### src/rtl/regfile_pkg.sv
// Shared types and helpers for the multi-port register file.
// Optional build macro used by regfile_mp: REGFILE_BYPASS_EN.
package regfile_pkg;

  localparam int WIDTH_DEF = 32;
  localparam int DEPTH_DEF = 32;

  typedef enum logic {
    ST_IDLE  = 1'b0,
    ST_CLEAR = 1'b1
  } clr_state_t;

  function automatic int addr_w(input int depth);
    return (depth <= 2) ? 1 : $clog2(depth);
  endfunction

endpackage

### src/rtl/regfile_clear_seq.sv
// Clear-sweep sequencer: walks every register address once, one per cycle,
// and flags the file busy while the sweep runs.
//
// state    | meaning
// ---------+-------------------------------------------------------------
// ST_IDLE  | normal operation; a clear_req pulse starts a sweep at addr 0
// ST_CLEAR | zeroing register clr_addr this cycle; exits after DEPTH-1
module regfile_clear_seq
  import regfile_pkg::*;
#(
  parameter int DEPTH = DEPTH_DEF,
  parameter int AW    = addr_w(DEPTH)
) (
  input  logic          clk,
  input  logic          rst_n,
  input  logic          clear_req,
  output logic          busy,
  output logic          clr_en,
  output logic [AW-1:0] clr_addr
);

  clr_state_t    state, state_nxt;
  logic [AW-1:0] cnt, cnt_nxt;

  always_ff @(posedge clk or negedge rst_n) begin
    if (!rst_n) begin
      state <= ST_IDLE;
      cnt   <= '0;
    end else begin
      state <= state_nxt;
      cnt   <= cnt_nxt;
    end
  end

  always_comb begin
    state_nxt = state;
    cnt_nxt   = cnt;
    case (state)
      ST_IDLE: begin
        if (clear_req) begin
          state_nxt = ST_CLEAR;
          cnt_nxt   = '0;
        end
      end
      ST_CLEAR: begin
        cnt_nxt = cnt + 1'b1;
        if (cnt == AW'(DEPTH - 1)) state_nxt = ST_IDLE;
      end
      default: state_nxt = ST_IDLE;
    endcase
  end

  assign busy     = (state == ST_CLEAR);
  assign clr_en   = (state == ST_CLEAR);
  assign clr_addr = cnt;

endmodule

### src/rtl/regfile_mp.sv
// Parametrised multi-port register file with async reset and sweep clear.
// Define REGFILE_BYPASS_EN to forward same-cycle write data onto read ports.
module regfile_mp
  import regfile_pkg::*;
#(
  parameter  int WIDTH    = WIDTH_DEF,
  parameter  int DEPTH    = DEPTH_DEF,
  parameter  int NREAD    = 2,
  parameter  int NWRITE   = 1,
  parameter  int ZERO_REG = 1,
  localparam int AW       = addr_w(DEPTH)
) (
  input  logic                    Clk,
  input  logic                    ResetN,
  input  logic [NREAD*AW-1:0]     ReadRegister,
  output logic [NREAD*WIDTH-1:0]  ReadData,
  input  logic [NWRITE*AW-1:0]    WriteRegister,
  input  logic [NWRITE*WIDTH-1:0] WriteData,
  input  logic [NWRITE-1:0]       RegWrite,
  input  logic                    ClearReq,
  output logic                    Busy
);

  logic [WIDTH-1:0]            mem [DEPTH];
  logic [NREAD-1:0][WIDTH-1:0] rd;
  logic                        clr_en;
  logic [AW-1:0]               clr_addr;

  regfile_clear_seq #(.DEPTH(DEPTH), .AW(AW)) u_clear_seq (
    .clk       (Clk),
    .rst_n     (ResetN),
    .clear_req (ClearReq),
    .busy      (Busy),
    .clr_en    (clr_en),
    .clr_addr  (clr_addr)
  );

  // Later ports overwrite earlier ones in the loop, so the highest port wins.
  always_ff @(posedge Clk or negedge ResetN) begin
    if (!ResetN) begin
      for (int i = 0; i < DEPTH; i++) mem[i] <= '0;
    end else if (clr_en) begin
      mem[clr_addr] <= '0;
    end else if (!ClearReq) begin
      for (int w = 0; w < NWRITE; w++) begin
        if (RegWrite[w] && !(ZERO_REG != 0 && WriteRegister[w*AW +: AW] == '0))
          mem[WriteRegister[w*AW +: AW]] <= WriteData[w*WIDTH +: WIDTH];
      end
    end
  end

  always_comb begin
    for (int r = 0; r < NREAD; r++) begin
      rd[r] = mem[ReadRegister[r*AW +: AW]];
`ifdef REGFILE_BYPASS_EN
      if (!Busy) begin
        for (int w = 0; w < NWRITE; w++) begin
          if (RegWrite[w] && WriteRegister[w*AW +: AW] == ReadRegister[r*AW +: AW])
            rd[r] = WriteData[w*WIDTH +: WIDTH];
        end
      end
`endif
      if (ZERO_REG != 0 && ReadRegister[r*AW +: AW] == '0) rd[r] = '0;
    end
  end

  assign ReadData = rd;

endmodule

### config.mk
export PLATFORM = sky130hd
export DESIGN_NAME = regfile_mp
export DESIGN_NICKNAME = d
export VERILOG_FILES = /design/src/rtl/regfile_pkg.sv /design/src/rtl/regfile_clear_seq.sv /design/src/rtl/regfile_mp.sv
export SDC_FILE = /design/constraint.sdc
export NUM_CORES = 2
export LEC_CHECK = 0
export CORE_MARGIN = 2
export CORE_UTILIZATION = 60
export CTS_BUF_LIST = sky130_fd_sc_hd__clkbuf_2
export CTS_CLUSTER_SIZE = 24
export DETAILED_ROUTE_END_ITERATION = 12
export GPL_TIMING_DRIVEN = 0
export PLACE_DENSITY = 0.77
export SLEW_MARGIN = 20
export SYNTH_ARGS = -nofsm -noshare
export SYNTH_HDL_FRONTEND = slang
export SYNTH_HIERARCHICAL = 1
export SYNTH_SLANG_ARGS = --single-unit
### constraint.sdc
create_clock -name Clk -period 6.8 [get_ports Clk]
set_input_delay 1.7 -clock Clk [delete_from_list [all_inputs] [get_ports Clk]]
set_output_delay 1.7 -clock Clk [all_outputs]
set_load 0.005 [all_outputs]
==> impl_metrics.json <==
{
  "die_height_um": 301,
  "grt_start_max_net_pins": 150,
  "cts_buffer_depth": 4,
  "fin_crit_sh_pct": 103,
  "drt-initial-drc-count": 8127,
  "dpl_cell_area_um2": 55700,
  "design.portCount": 116,
  "layout_setup_ws_ns": -0.202,
  "timing.critical_path.required_ns": 5.10,
  "cp_max_fo": 10,
  "finalWirelength_um": 234000,
  "critical_path.n_buffers_inverters": 5,
  "cpMaxStageDelayCell": "sky130_fd_sc_hd__a211oi_1",
  "netlist_top_cells_area": "sky130_fd_sc_hd__dfrtp_1 49%, sky130_fd_sc_hd__mux4_2 19%, sky130_fd_sc_hd__a22o_1 16%",
  "hold_viol": 0,
  "cts_tree": "yes",
  "cts.htree.levels": 5,
  "hold_path.class": "in2async",
  "critical_path.startpoint": "ReadRegister[1]",
  "synth_seq_cells": 1030,
  "max_freq_mhz": 143,
  "clkSlewWorstSetupHoldPaths_ns": 0.10,
  "critical_path.startpoint_type": "primary input",
  "worstSetupEndpointType": "primary output",
  "setup-tns-final_ns": -3.23,
  "clock_latency_ns": 1.73,
  "critical-path-max-stage-delay_ns": 0.88,
  "remaining_drc_errors": 0,
  "netlist_instances": 3786,
  "cp_cell_sequence": "buf_2, clkbuf_4, buf_4, buf_4, mux4_2, a211oi_1, a311oi_1, clkdlybuf4s50_1",
  "result_of_the_run": "finished, violations left",
  "cts_buffer_count": 286,
  "cp.depth": 8,
  "clockRootBuffer": "sky130_fd_sc_hd__clkbuf_2",
  "timing.critical_path.arrival_ns": 5.30,
  "timing.critical_path.max_delay_family": "buffers and inverters",
  "placement_rows": 108,
  "synth_largest_type_area_fraction_pct": 48.7,
  "layout.cells.most_common_list": "1030 x sky130_fd_sc_hd__dfrtp_1, 994 x sky130_fd_sc_hd__a22o_1, 448 x sky130_fd_sc_hd__mux4_2",
  "maxCapViolations": 0,
  "maxSlewHeadroom_pct": 10.4,
  "hpwl_um": 164000,
  "initial_core_util_pct": 60.8,
  "yosysSeqAreaShare_pct": 48.7,
  "finalSetupViolations": 34,
  "synthDistinctLibCells": 47,
  "setup_repair_after_global_routing_missed_its_margin": "yes",
  "maxSlewViolCount": 0,
  "share_of_cells_above_drive_strength_1_pct": 28.1,
  "powerDensity_nw_per_um2": 233,
  "numPlacedInstances": 5055,
  "layout_commonest_cell": "sky130_fd_sc_hd__dfrtp_1",
  "die_x_um": 301,
  "grt_antenna_before_repair": 17,
  "routed_wire_length_per_instance_um": 42.4,
  "finalCriticalPeriod_ns": 7.00,
  "viasPerCell": 8.13,
  "die_area_um2": 90700,
  "postSynthAreaPerCell_um2": 14.0,
  "tightest_slew_ns": 1.33,
  "num-nets-final": 4239,
  "cts_setup_buffers": 0,
  "place_congestion": 1.03,
  "timing.critical_path.mode_cell": "sky130_fd_sc_hd__buf_4",
  "rr_startpoint": "u_clear_seq/busy",
  "r2r_cells": 6,
  "yosys_warnings": 6,
  "fin_hold_ws_ns": 0.00360,
  "total_leakage_power_uw": 0.0261,
  "dr.pass1.iters": 7,
  "violations": "setup timing",
  "vdd.ir_drop.worst_v": 0.000178,
  "clock-sinks": 1030,
  "final_core_utilization_pct": 67.1,
  "num_vias": 44800,
  "mappedNetlistNets": 3839,
  "number_of_global_route_vias_before_repair": 44000,
  "global_route.usage.total_pct": 52.2,
  "finalNonFillerCells": 5512,
  "global_route_wire_length_before_repair_um": 326000,
  "synth_flop_cell": "sky130_fd_sc_hd__dfrtp_1",
  "number_of_enable_flip_flop_cells_after_synthesis": 0,
  "floorplan.core_area_um2": 87200,
  "synth.largest_area_cell": "sky130_fd_sc_hd__dfrtp_1",
  "synth_async_reset_ratio_pct": 100,
  "clock_skew_after_layout_ns": 0.128,
  "place.port_buffers": 107,
  "cts.hold.buffers_added": 0,
  "area_growth_syn_to_layout_pct": 10.3,
  "post_route_cell_area_um2": 58400,
  "syn_area_um2": 53000,
  "drt.antenna.violating_nets": 0,
  "critPathKind": "in2out",
  "grt.overflow.total": 0
}
-- cell type report --
type,instances,area (µm²)
tap,1155,1450
inverter,3,11.3
timing repair buffer,114,1280
buffer,496,2170
fill,6533,28700
clock inverter,46,230
antenna,13,32.5
clock buffer,400,2000
multi-input combinational,2255,25500
sequential,1030,25800
-- cells by family (layout without fill, tap and decap cells) --
logic type | after synthesis | count (layout) | synth area share (%)
adder cells (fa/ha/maj) | 2 | 2 | 0.0472
multiplexers | 641 | 641 | 22.8
XOR/XNOR | 2 | 2 | 0.0331
flip-flops | 1030 | 1030 | 48.7
other | 0 | 13 | 0
AO/OA/AOI/OAI | 1396 | 1396 | 21.8
buffers and inverters | 501 | 1059 | 3.96
AND/OR/NAND/NOR | 214 | 214 | 2.67
-- state kept, by name, indices dropped and copies added (netlist names) --
signal and flops:
mem 1024, u_clear_seq/clr_addr 5, u_clear_seq/busy 1
-- stage by stage --
step | worst slack, ns | total power, µW
after global routing | -0.0661 | 13900
after CTS | 0.0106 | 13400
final | -0.202 | 13600
after detailed placement | -0.887 | 9150
after floorplan | 1.96 | 7960
after global placement | -42.47 | 9130
-- power by group --
group | leakage [µW] | internal [µW] | total [µW] | switching, µW
clock network | 0.00178 | 1620 | 4390 | 2770
registers | 0.0144 | 6380 | 6660 | 272
logic | 0.00996 | 816 | 2600 | 1780
-- synthesized netlist by cell type, drive strengths merged (4+ instances only) --
| cell | number |
|---|---|
| a22o | 995 |
| o21ai | 112 |
| nor2b | 70 |
| a221oi | 48 |
| mux4 | 448 |
| a22oi | 64 |
| a311oi | 64 |
| a21oi | 28 |
| and2 | 37 |
| nor3 | 30 |
| o2111ai | 16 |
| dfrtp | 1030 |
| a211oi | 64 |
| nand2 | 34 |
| nand2b | 7 |
| mux2 | 64 |
| buf | 152 |
| nor2 | 15 |
| clkbuf | 346 |
| a31oi | 4 |
| mux2i | 129 |
-- routing by layer --
layer | track usage [%] | vias up | wire, µm
met2 | 69.5 | 4498 | 94500
met5 | 1.64 | - | 364
met4 | 38.3 | 18 | 20900
met1 | 63.4 | 22700 | 77200
li1 | - | 16400 | -
met3 | 29.0 | 1161 | 41000
-- worst paths after layout --
| check | end | slack, ns |
|---|---|---|
| setup / recovery | ReadData[17] | -0.20 |
| hold / removal | mem[994] | 0.004 |
| setup reg to reg | mem[18] | 3.48 |
| hold reg to reg | mem[994] | 0.51 |
| max in group asynchronous | mem[134] | 4.61 |
| min in group Clk | mem[994] | 0.51 |
-- what timing repair did --
item / CTS / global route
gates cloned: 0 / 0
resized for setup: 66 / 39
pin swaps: 0 / 2
setup endpoints to repair: 64 / 58
(Power assumes the default switching activity.)
